`config.mk`:
```
export PLATFORM = sky130hd
export DESIGN_NAME = rdma_rc_qp_fsm
export DESIGN_NICKNAME = d
export VERILOG_FILES = /design/src/rtl/rdma_rc_qp_fsm.sv
export SDC_FILE = /design/constraint.sdc
export NUM_CORES = 1
export LEC_CHECK = 0
export BUFFER_PORTS_ARGS = -buffer_cell sky130_fd_sc_hd__buf_4
export CORE_AREA = 4 4 41 43
export CTS_BUF_LIST = sky130_fd_sc_hd__clkbuf_8
export DETAILED_ROUTE_END_ITERATION = 10
export DIE_AREA = 0 0 45 47
export GPL_TIMING_DRIVEN = 0
export MAX_ROUTING_LAYER = met4
export PLACE_DENSITY_LB_ADDON = 0.2
export SYNTH_ARGS = -nofsm -noshare
export SYNTH_HDL_FRONTEND = slang
export SYNTH_SLANG_ARGS = --single-unit
export TNS_END_PERCENT = 20
```
`constraint.sdc`:
```
create_clock -name clk -period 1 [get_ports clk]
set_input_delay 0.1 -clock clk [delete_from_list [all_inputs] [get_ports clk]]
set_output_delay 0.1 -clock clk [all_outputs]
set_load 0.02 [all_outputs]
```
`src/rtl/rdma_rc_qp_fsm.sv`:
```
// Connection-state controller for one RDMA RC queue pair: RESET/INIT/RTR/RTS/ERROR
// sequencing with local/remote QPN latching and data-path readiness decode.
module rdma_rc_qp_fsm #(
  parameter int QPN_WIDTH = 16
) (
  input  logic                 clk,
  input  logic                 rst_n,
  input  logic [QPN_WIDTH-1:0] local_qpn,
  input  logic [QPN_WIDTH-1:0] remote_qpn,
  input  logic                 cfg_valid,
  input  logic                 cmd_connect,
  input  logic                 cmd_disconnect,
  output logic [2:0]           qp_state,
  output logic                 qp_ready
);

  typedef enum logic [2:0] {
    ST_RESET = 3'b000,
    ST_INIT  = 3'b001,
    ST_RTR   = 3'b010,
    ST_RTS   = 3'b011,
    ST_ERROR = 3'b111
  } qp_state_e;

  localparam logic [QPN_WIDTH-1:0] QPN_ZERO = {QPN_WIDTH{1'b0}};

  qp_state_e            state_r;
  qp_state_e            state_s;
  logic [QPN_WIDTH-1:0] local_qpn_r;
  logic [QPN_WIDTH-1:0] local_qpn_s;
  logic [QPN_WIDTH-1:0] remote_qpn_r;
  logic [QPN_WIDTH-1:0] remote_qpn_s;

  function automatic logic qpn_valid(input logic [QPN_WIDTH-1:0] qpn);
    return (qpn != QPN_ZERO);
  endfunction

  // State and latched QPN registers
  always_ff @(posedge clk or negedge rst_n) begin
    if (!rst_n) begin
      state_r      <= ST_RESET;
      local_qpn_r  <= QPN_ZERO;
      remote_qpn_r <= QPN_ZERO;
    end else begin
      state_r      <= state_s;
      local_qpn_r  <= local_qpn_s;
      remote_qpn_r <= remote_qpn_s;
    end
  end

  // Next-state logic; disconnect outranks connect, which outranks configure
  always_comb begin
    state_s      = state_r;
    local_qpn_s  = local_qpn_r;
    remote_qpn_s = remote_qpn_r;
    if (cmd_disconnect) begin
      state_s      = ST_RESET;
      local_qpn_s  = QPN_ZERO;
      remote_qpn_s = QPN_ZERO;
    end else begin
      case (state_r)
        ST_RESET: begin
          if (cmd_connect) begin
            state_s = ST_RESET;
          end else if (cfg_valid) begin
            if (qpn_valid(local_qpn)) begin
              state_s     = ST_INIT;
              local_qpn_s = local_qpn;
            end else begin
              state_s = ST_ERROR;
            end
          end else begin
            state_s = ST_RESET;
          end
        end
        ST_INIT: begin
          if (cmd_connect) begin
            if (qpn_valid(remote_qpn)) begin
              state_s      = ST_RTR;
              remote_qpn_s = remote_qpn;
            end else begin
              state_s = ST_ERROR;
            end
          end else begin
            state_s = ST_INIT;
          end
        end
        ST_RTR: begin
          if (cmd_connect) begin
            state_s = ST_RTS;
          end else begin
            state_s = ST_RTR;
          end
        end
        ST_RTS:   state_s = ST_RTS;
        ST_ERROR: state_s = ST_ERROR;
        // Corrupted encodings are trapped in ERROR until a disconnect
        default:  state_s = ST_ERROR;
      endcase
    end
  end

  assign qp_state = state_r;
  assign qp_ready = (state_r == ST_INIT) || (state_r == ST_RTR) || (state_r == ST_RTS);

endmodule

```
### Word-level counts from Yosys, hierarchy flattened

Cells that the tools add are included.

* bits of input ports: 37
* output and inout port bits: 4
* bits in registers: 3
* word-level logic and storage cells: 17

* reductions and logical operators: 5
* equality and inequality tests: 3
* multiplexer cells: 8

Operator list (number)
* 16-bit nonzero test: 2
* 3-bit two-way mux: 6
* 3-bit case mux with 4 select lines: 1
* 3-bit by 2-bit == test with 1-bit output, second input constant: 2
* 3-bit by 1-bit == test with 1-bit output, second input constant: 1
* 3-bit zero test: 1
* 1-bit logical OR: 2
* 1-bit two-way mux: 1

### Logic depth before layout (Yosys ltp)

Gate-level depths: netlist of the first run.

* depth after elaboration: 6
* mapped depth: 4
* mapped depth without buffers: 4

### Worst setup path before layout of the first run

No wires, ideal clock.

* path kind: reg-to-reg
* from: register state_r[1], in the netlist qp_state[1]
* to: register state_r[2], in the netlist qp_state[2]
* required time: 0.919 ns
* setup time: 0.081 ns
* cell stages (with the launch flop): 4
* path slack: -0.019 ns
* data arrival time: 0.937 ns
* buffers on the path: 0
* period minus slack after synthesis: 1.019 ns
* cells stage by stage: dfrtp_1 nor2_1 nand4_2 a31oi_2

* word-level cells in the longest chain between the ends: 3
* elaborated cells on any way between the ends: 6
* classes of those cells: 3 x eq/ne; 2 x mux; 1 x reduce/logical

Ends and longest elaborated chain
* start: declaration: RTL line 27 `qp_state_e state_r;`
* start signal: assignment: RTL line 45 `state_r <= state_s;`
* 3-bit by 2-bit == test with 1-bit output (tied with other cells): RTL line 61 `case (state_r)`
* 3-bit case mux with 4 select lines (*): RTL line 61
* 3-bit two-way mux (*): RTL line 56 `if (cmd_disconnect) begin`
* named net state_s[2]: RTL line 28 `qp_state_e state_s;`

The timed path passes the listed nets; every way through them passes the cells marked *.

### Worst setup path in the final report of the first run

* from: register state_r[1], in the netlist qp_state[1]
* to: output qp_ready

* word-level cells in the longest chain between the ends: 3
* elaborated cells on any way between the ends: 5
* classes of those cells: 3 x eq/ne; 2 x reduce/logical

Ends and longest elaborated chain
* 3-bit by 1-bit == test with 1-bit output or 3-bit by 2-bit == test with 1-bit output (tied branches)
* 1-bit logical OR: RTL line 104 `assign qp_ready = (state_r == ST_INIT) || (state_r == ST_RTR) || (state_r == ST_RTS);`
* 1-bit logical OR (*): RTL line 104
* end: declaration: RTL line 14 `output logic qp_ready`

Every way passes the cells marked *; elsewhere a longest branch is shown, timed or not.

==> results_dict.tcl, run 1 <==
set metrics [dict create \
    num_vias 419 \
    critPathCaptureType "output pin" \
    synth_simple_gate_area_frac 0.542 \
    clock_skew_ns 0.000378 \
    crit_family "flip-flops" \
    via_per_inst 4.55 \
    crit_buf_inv 1 \
    total_leakage_power_nw 0.331 \
    worstHoldPathCells 2 \
    synthXorXnorAreaFrac 0 \
    status "finished with violations" \
    crit_slowest_cell "dfrtp_2" \
    clk_pin_slew_ns 0.03 \
    wirelength_mm 1.06 \
    min_from "cmd_disconnect" \
    synth_top_family_by_area "simple AND/OR/NAND/NOR gates" \
    largest_register_ffs 3 \
    drtAntennaViolNets 0 \
    worstPathCellList "nor2_2, nor2_1, buf_4" \
    cts_sinks 3 \
    drive_gt1_frac 0.688 \
    cts-htree-levels 1 \
    ys_seq_elements 3 \
    mostFrequentLayoutCells "buf_4, nor4_1, nor2_1" \
    grt_max_degree 6 \
    place_ws_ns -0.0941 \
    dieArea_sq_um 2120 \
    insertion_delay_ns 0.22 \
    r2r-end "qp_state[2]$_DFF_PN0_" \
    final_nets 115 \
    yosysTopAreaCellShare 0.296 \
    critPathKind "reg2out" \
    grt_first_pass_wirelength_mm 1.61 \
    violations "negative setup slack" \
    syn_nets 66 \
    worst-path-max-fanout 3 \
    antenna_cells 0 \
    core_region_area_sq_um 1300 \
    arrival_ns 0.93 \
    final_core_util 0.515 \
    setup_viol 2 \
    synth-compound-area-share 0.148 \
    cts_buffers 3 \
    gp_congestion 0.636 \
    period_minus_slack_ns 1.03 \
    worstMarginPinSlew_ns 0.253 \
    core.rowCount 13 \
    ff2ff_setup_slack_ns 0.01 \
    yosys.area_share.adder 0 \
    seq_area_frac_synth 0.296 \
    area_growth_pct 164 \
    design_area_sq_um 671 \
    finalCritPeriodShare 1.03 \
    hold_slack_ns 0.0526 \
    dr.pass1.iters 2 \
    port_buffers 40 \
    drc 0 \
    finalNonFillerCells 92 \
    syn_area_sq_um 254 \
    antenna_found_initial 0 \
    routedWlPerCell_um 11.5 \
    yosys_warnings 0 \
    avgSynthCellArea_sq_um 8.76 \
    numPlacedInstances 84 \
    grt_pass1_vias 430 \
    r2r.worst_path.cells 4 \
    worstHoldPathType "in2reg" \
    synth_mux_area_frac 0 \
    place_area_sq_um 576 \
    peakVddDrop_v 0.000390 \
    final-max-slew-violation-count 0 \
    crit_required_ns 0.90 \
    setup_ws_ns -0.0306 \
    p_per_area_nw_per_um2 996 \
    yosysTopAreaCell "dfrtp_1" \
    die_w_um 45 \
    slowest_delay_ns 0.41 \
    critPathLaunchType "register" \
    rsz0062_at_grt "yes" \
    synth.area.top_cells "dfrtp_1, nor4_1, nor4_4, nor2_1, nor4b_2" \
    relSlewSlack 0.830 \
    final_common_cell "buf_4" \
    die_h_um 47 \
    clk_path_buf_depth 2 \
    grt_overflow 0 \
    io_pins 41 \
    min_to "qp_state[2]$_DFF_PN0_" \
    hold_viol 0 \
    cts_root_buf "clkbuf_8" \
    fmax_mhz 970 \
    drtIter0Drc 1 \
    drv_cap 0 \
    worstReg2RegStart "qp_state[1]$_DFF_PN0_" \
    cts_tree "built" \
    start_util 0.195 \
    yosysUniqueCellTypes 15 \
    syn_inst 29 \
    grtUsageTotal 0.110 \
]
==> Yosys cell counts <==
library cell  n
inv_1         1
nand4_2       1
nand2_1       3
a31oi_2       1
and3_1        1
nor4_4        1
nor4_1        6
nor4b_2       1
a31oi_1       2
nor2b_1       1
o21bai_1      1
and4_1        1
a21oi_1       1
nor2_1        5
dfrtp_1       3
==> per-layer routing <==
layer  track usage  wire, um  vias up
met2         0.184       569       19
met4        0.0702        26        0
met3        0.0230        88        4
met1         0.118       375      185
met5             -         0        -
li1              -         -      211
==> stage by stage <==
step	TNS, ns	power, W
3_3_place_gp	-0.125	0.000301
5_1_grt	-0.200	0.000706
3_5_place_dp	-0.177	0.000305
6_report	-0.0390	0.000668
2_1_floorplan	0	0.000170
4_1_cts	-0.0549	0.000666
==> report_power, final <==
group | switching (W) | internal, W | total, W
sequential | 0.00000446 | 0.000127 | 0.000132
clock | 0.0000817 | 0.000261 | 0.000343
combinational | 0.0000639 | 0.000129 | 0.000193
total | 0.000150 | 0.000518 | 0.000668
==> what timing repair did <==
action,4_1_cts,5_1_grt
pin swaps,1,2
hold buffers,1,0
resized for setup,1,3
buffers inserted,3,0
endpoints found under the setup margin,1,5
hold endpoints to repair,3,0
==> layout make-up <==
type,count,area (sq um)
fill,126,631
timing repair buffer,44,333
clock buffer,3,41.3
multi-input combinational,25,194
tap,15,18.8
inverter,1,3.75
clock inverter,1,3.75
sequential,3,76.3
==> cells by family after synthesis <==
kind of cell           count (synthesis)
and+or+nand+nor                       20
AOI/OAI and AO/OA                      5
DFF                                    3
buffers and inverters                  1
==> how the worst max path moves through the flow <==
| stage | from | end | slack [ns] | cells after the start |
|---|---|---|---|---|
| 4_1_cts | qp_state[0]$_DFF_PN0_ | qp_ready | -0.04 | 3 |
| 5_1_grt | qp_state[0]$_DFF_PN0_ | qp_ready | -0.08 | 3 |
| 6_report | qp_state[1]$_DFF_PN0_ | qp_ready | -0.03 | 3 |
| 2_1_floorplan | qp_state[1]$_DFF_PN0_ | qp_state[2]$_DFF_PN0_ | 0.001 | 3 |
| 3_3_place_gp | remote_qpn[9] | qp_state[2]$_DFF_PN0_ | -0.07 | 5 |
| 3_5_place_dp | cmd_connect | qp_state[1]$_DFF_PN0_ | -0.09 | 5 |
Note: power is estimated with default switching activity, not from simulation.
==> run 2: changes to the inputs <==
==> constraint.sdc (replaced) <==
create_clock -name clk -period 1 [get_ports clk]
set_input_delay 0.15 -clock clk [delete_from_list [all_inputs] [get_ports clk]]
set_output_delay 0.15 -clock clk [all_outputs]
set_load 0.02 [all_outputs]
==> run 2 against run 1 <==
- maximum frequency shrank 6.7%
- highest routed layer unchanged
- largest power group unchanged
- clock-buffer cell count is the same
- wire length grew 11%
- combinational power is essentially flat
- the flow still finishes with violations (negative setup slack)
- sequential power is essentially flat
==> results_dict.tcl, run 2 (same netlist as run 1, synthesis figures left out) <==
set metrics [dict create \
    die_h_um 47 \
    drv_cap 0 \
    p_sw_w 0.000145 \
    grt_pass1_vias 495 \
    rsz0062_at_grt "yes" \
    start_util 0.195 \
    cts-htree-levels 1 \
    crit_slowest_cell "dfrtp_2" \
    setup_viol 3 \
    crit_required_ns 0.85 \
    core_region_area_sq_um 1300 \
    antenna_found_initial 0 \
    p_int_w 0.000516 \
    total_leakage_power_nw 0.324 \
    mostFrequentLayoutCells "buf_4, nor4_1, nor2_1" \
    drtIter0Drc 9 \
    arrival_ns 0.95 \
    drive_gt1_frac 0.688 \
    clk_path_buf_depth 2 \
    relSlewSlack 0.805 \
    pwr-share-clk 0.510 \
    period_minus_slack_ns 1.10 \
    status "finished with violations" \
    drc 0 \
    hold_slack_ns 0.105 \
    p_per_area_nw_per_um2 1000 \
    final_core_util 0.508 \
    setup_ws_ns -0.104 \
    wirelength_mm 1.17 \
    dr.pass1.iters 4 \
    fillers 131 \
    final_nets 115 \
    die_w_um 45 \
    critPathLaunchType "register" \
    dp_hpwl_um 995 \
    slowest_delay_ns 0.42 \
    multiInputGateArea_sq_um 183 \
    drtAntennaViolNets 0 \
    power_frac_comb 0.287 \
    design_area_sq_um 661 \
    via_per_inst 4.70 \
    io_pins 41 \
    core.rowCount 13 \
    clock_skew_ns 0.0000762 \
    grt_max_degree 6 \
    insertion_delay_ns 0.21 \
    total_power_w 0.000662 \
    worst-path-max-fanout 2 \
    grt_first_pass_wirelength_mm 1.83 \
    peakVddDrop_v 0.000325 \
    dieArea_sq_um 2120 \
    routedWlPerCell_um 12.7 \
    place_area_sq_um 573 \
    clk_pin_slew_ns 0.03 \
    finalCritPeriodShare 1.10 \
    gp_congestion 0.646 \
    cts_buffers 3 \
    cts_tree "built" \
    violations "negative setup slack" \
    cts_root_buf "clkbuf_8" \
    hold_viol 0 \
    worstPathCellList "nor2_4, nor2_1, buf_4" \
    seq_power_share 0.203 \
    worstHoldPathType "in2reg" \
    cts_sinks 3 \
    largest_register_ffs 3 \
    grtUsageTotal 0.127 \
    register_area_sq_um 77.6 \
    critPathCaptureType "output pin" \
    fmax_mhz 906 \
    sw_frac_of_total 0.220 \
    antenna_cells 0 \
    area_growth_pct 160 \
    port_buffers 40 \
    grt_overflow 0 \
    final_common_cell "buf_4" \
    critPathKind "reg2out" \
    worstMarginPinSlew_ns 0.290 \
    num_vias 432 \
    final-max-slew-violation-count 0 \
]
-- run 2: critical path: cells and delay by family, from the launching register on --
| kind | cells | cell delay (ns) |
|---|---|---|
| buffers and inverters | 1 | 0.16 |
| flip-flops | 1 | 0.42 |
| AND/OR/NAND/NOR | 2 | 0.17 |
-- run 2: worst paths after layout --
kind | startpoint | endpoint | slack, ns | cells after the start
setup / recovery | qp_state[1]$_DFF_PN0_ | qp_ready | -0.10 | 3
hold / removal | cmd_disconnect | qp_state[2]$_DFF_PN0_ | 0.11 | 2
setup reg to reg | qp_state[0]$_DFF_PN0_ | qp_state[2]$_DFF_PN0_ | 0 | 5
hold reg to reg | qp_state[0]$_DFF_PN0_ | qp_state[0]$_DFF_PN0_ | 0.61 | 2
max in group asynchronous | rst_n | qp_state[0]$_DFF_PN0_ | 0.62 | 2
min in group asynchronous | rst_n | qp_state[2]$_DFF_PN0_ | 0.28 | 2
-- run 2: repair_timing --
item | in CTS | in global routing
setup endpoints to repair | 2 | 6
hold endpoints to repair | 3 | 0
buffers inserted | 3 | 0
pin swaps | 3 | 1
hold buffers | 1 | 0
gates resized for setup | 4 | 0
-- run 2: metrics by stage --
stage / setup TNS (ns) / instances / setup WS (ns)
final: -0.288 / 92 / -0.104
after global routing: -0.578 / 92 / -0.145
after detailed placement: -0.353 / 84 / -0.159
after global placement: -0.258 / 84 / -0.116
after floorplan: -0.0704 / 29 / -0.0516
after CTS: -0.288 / 92 / -0.108
-- run 2: metal layers --
layer	GRT usage	wire, um	vias to the layer above
li1	-	-	211
met1	0.109	378	200
met2	0.246	701	17
met3	0.0230	70	4
met4	0.0877	21	0
met5	-	0	-
-- run 2: layout make-up --
| cell class | count | area share |
|---|---|---|
| clock buffers | 3 | 0.0625 |
| clock inverters | 1 | 0.00568 |
| inverters | 1 | 0.00568 |
| multi-input cells | 25 | 0.277 |
| flip-flops and latches | 3 | 0.117 |
| well taps | 15 | 0.0284 |
| repair buffers | 44 | 0.504 |
-- run 2: power by group through the flow --
stage                     sequential [W]  combinational, W  clock (W)
after global routing            0.000135          0.000207   0.000362
final                           0.000134          0.000190   0.000338
after CTS                       0.000134          0.000191   0.000345
after detailed placement        0.000135          0.000169          0
after floorplan                 0.000139         0.0000292          0
after global placement          0.000134          0.000165          0
==> run 3: changes to the inputs <==
==> constraint.sdc (replaced) <==
create_clock -name clk -period 1.15 [get_ports clk]
set_input_delay 0.1725 -clock clk [delete_from_list [all_inputs] [get_ports clk]]
set_output_delay 0.1725 -clock clk [all_outputs]
set_load 0.02 [all_outputs]
==> run 3 against run 2 <==
- the run now ends clean
- total power is 14% lower
- sequential power is 13% lower
- core utilization is 0.58 points lower
- clock power is 13% lower
- global-route usage is 0.49 points lower
- highest routed layer unchanged
- worst setup slack better by 0.11 ns
- critical endpoint unchanged
- clock skew hardly changed
- hold slack better by 0.023 ns
- non-clock buffer count is 1 lower
- sequential cell count stayed put
- sequential share of layout area is 0.13 points higher
==> results_dict.tcl, run 3 (same netlist as run 1, synthesis figures left out) <==
set metrics [dict create \
    status "finished clean" \
    core.rowCount 13 \
    r2r-end "qp_state[0]$_DFF_PN0_" \
    clk_pin_slew_ns 0.03 \
    mostFrequentLayoutCells "buf_4, nor4_1, nor2_1" \
    dieArea_sq_um 2120 \
    antenna_cells 0 \
    critPathKind "reg2out" \
    final_common_cell "buf_4" \
    clock_skew_ns 0.000369 \
    final-max-slew-violation-count 0 \
    grt_first_pass_wirelength_mm 1.73 \
    hold_slack_ns 0.129 \
    hold_viol 0 \
    cts-htree-levels 1 \
    worstMarginPinSlew_ns 0.289 \
    start_util 0.195 \
    min_to "qp_state[2]$_DFF_PN0_" \
    critPathCaptureType "output pin" \
    largest_register_ffs 3 \
    relSlewSlack 0.806 \
    insertion_delay_ns 0.21 \
    cts_sinks 3 \
    setup_viol 0 \
    p_per_area_nw_per_um2 873 \
    dp_hpwl_um 995 \
    arrival_ns 0.97 \
    clk_path_buf_depth 2 \
    cts_tree "built" \
    r2r.worst_path.cells 4 \
    min_from "cmd_disconnect" \
    gp_congestion 0.646 \
    fmax_mhz 875 \
    grt_max_degree 6 \
    worst-path-max-fanout 2 \
    place_ws_ns -0.0318 \
    crit_family "flip-flops" \
    worstReg2RegStart "qp_state[1]$_DFF_PN0_" \
    drv_cap 0 \
    core_region_area_sq_um 1300 \
    setup_ws_ns 0.00651 \
    wirelength_mm 1.15 \
    worstHoldPathType "in2reg" \
    area_growth_pct 157 \
    worstHoldPathCells 2 \
    multiInputGateArea_sq_um 183 \
    die_h_um 47 \
    drtAntennaViolNets 0 \
    ff2ff_setup_slack_ns 0.15 \
    worstPathCellList "nor2_4, nor2_1, buf_4" \
    crit_slowest_cell "dfrtp_2" \
    dr.pass1.iters 2 \
    cts_buffers 3 \
    num_vias 417 \
    grt_overflow 0 \
    slowest_delay_ns 0.42 \
    fillers 137 \
    drive_gt1_frac 0.684 \
    grt_pass1_vias 457 \
    cts_root_buf "clkbuf_8" \
    period_minus_slack_ns 1.14 \
    die_w_um 45 \
    drc 0 \
    antenna_found_initial 0 \
    finalNonFillerCells 91 \
    port_buffers 40 \
    finalCritPeriodShare 0.994 \
    routedWlPerCell_um 12.6 \
    io_pins 41 \
    grtUsageTotal 0.122 \
    drtIter0Drc 2 \
    via_per_inst 4.58 \
    final_nets 114 \
    crit_buf_inv 1 \
    total_leakage_power_nw 0.320 \
    rsz0062_at_grt "yes" \
    numPlacedInstances 84 \
    crit_required_ns 0.98 \
    peakVddDrop_v 0.000279 \
    critPathLaunchType "register" \
    register_area_sq_um 77.6 \
]
## run 3: cell count changes in the layout (fill, tap and decap cells not counted)
cell   previous run  this run
buf_4            43        42
## run 3: through the flow
stage / power (W) / cell area [sq um] / util / setup TNS (ns)
after global routing: 0.000606 / 653 / 0.502 / -0.0262
after CTS: 0.000573 / 646 / 0.496 / 0
after floorplan: 0.000146 / 254 / - / 0
final: 0.000570 / 653 / 0.502 / 0
after detailed placement: 0.000264 / 573 / 0.440 / -0.0318
after global placement: 0.000261 / 573 / 0.440 / 0
## run 3: final cells by class
type                    count  share of cell area
well taps                  15              0.0287
inverters                   1             0.00575
multi-input cells          25               0.280
repair buffers             43               0.498
clock buffers               3              0.0632
clock inverters             1             0.00575
flip-flops and latches      3               0.119
## run 3: per-layer routing
layer | global-route usage | wire length (um) | share of wire | vias to the layer above
met5 | - | 0 | 0 | -
met4 | 0.0877 | 21 | 0.018 | 0
met3 | 0.0230 | 67 | 0.058 | 4
met2 | 0.229 | 695 | 0.60 | 15
met1 | 0.109 | 366 | 0.32 | 190
li1 | - | - | - | 208
## run 3: timing repair
item / 4_1_cts / 5_1_grt
hold buffers: 1 / 0
gates resized for setup: 4 / 0
setup endpoints to repair: 1 / 1
hold endpoints to repair: 3 / 0
gates cloned: 0 / 0
buffers inserted: 1 / 1
## run 3: worst max path at each step
stage,from,endpoint,cells past startpoint
after detailed placement,remote_qpn[1],qp_state[2]$_DFF_PN0_,5
after CTS,qp_state[0]$_DFF_PN0_,qp_ready,3
after global placement,remote_qpn[1],qp_state[2]$_DFF_PN0_,5
final,qp_state[1]$_DFF_PN0_,qp_ready,3
after floorplan,qp_state[1]$_DFF_PN0_,qp_ready,2
after global routing,qp_state[1]$_DFF_PN0_,qp_ready,3
## run 3: report_power, final
part	internal, W	total [W]	leakage (nW)	switching [W]
combinational	0.000107	0.000159	0.255	0.0000520
clock	0.000227	0.000294	0.0269	0.0000674
sequential	0.000111	0.000117	0.0380	0.00000616
total	0.000445	0.000570	0.320	0.000125
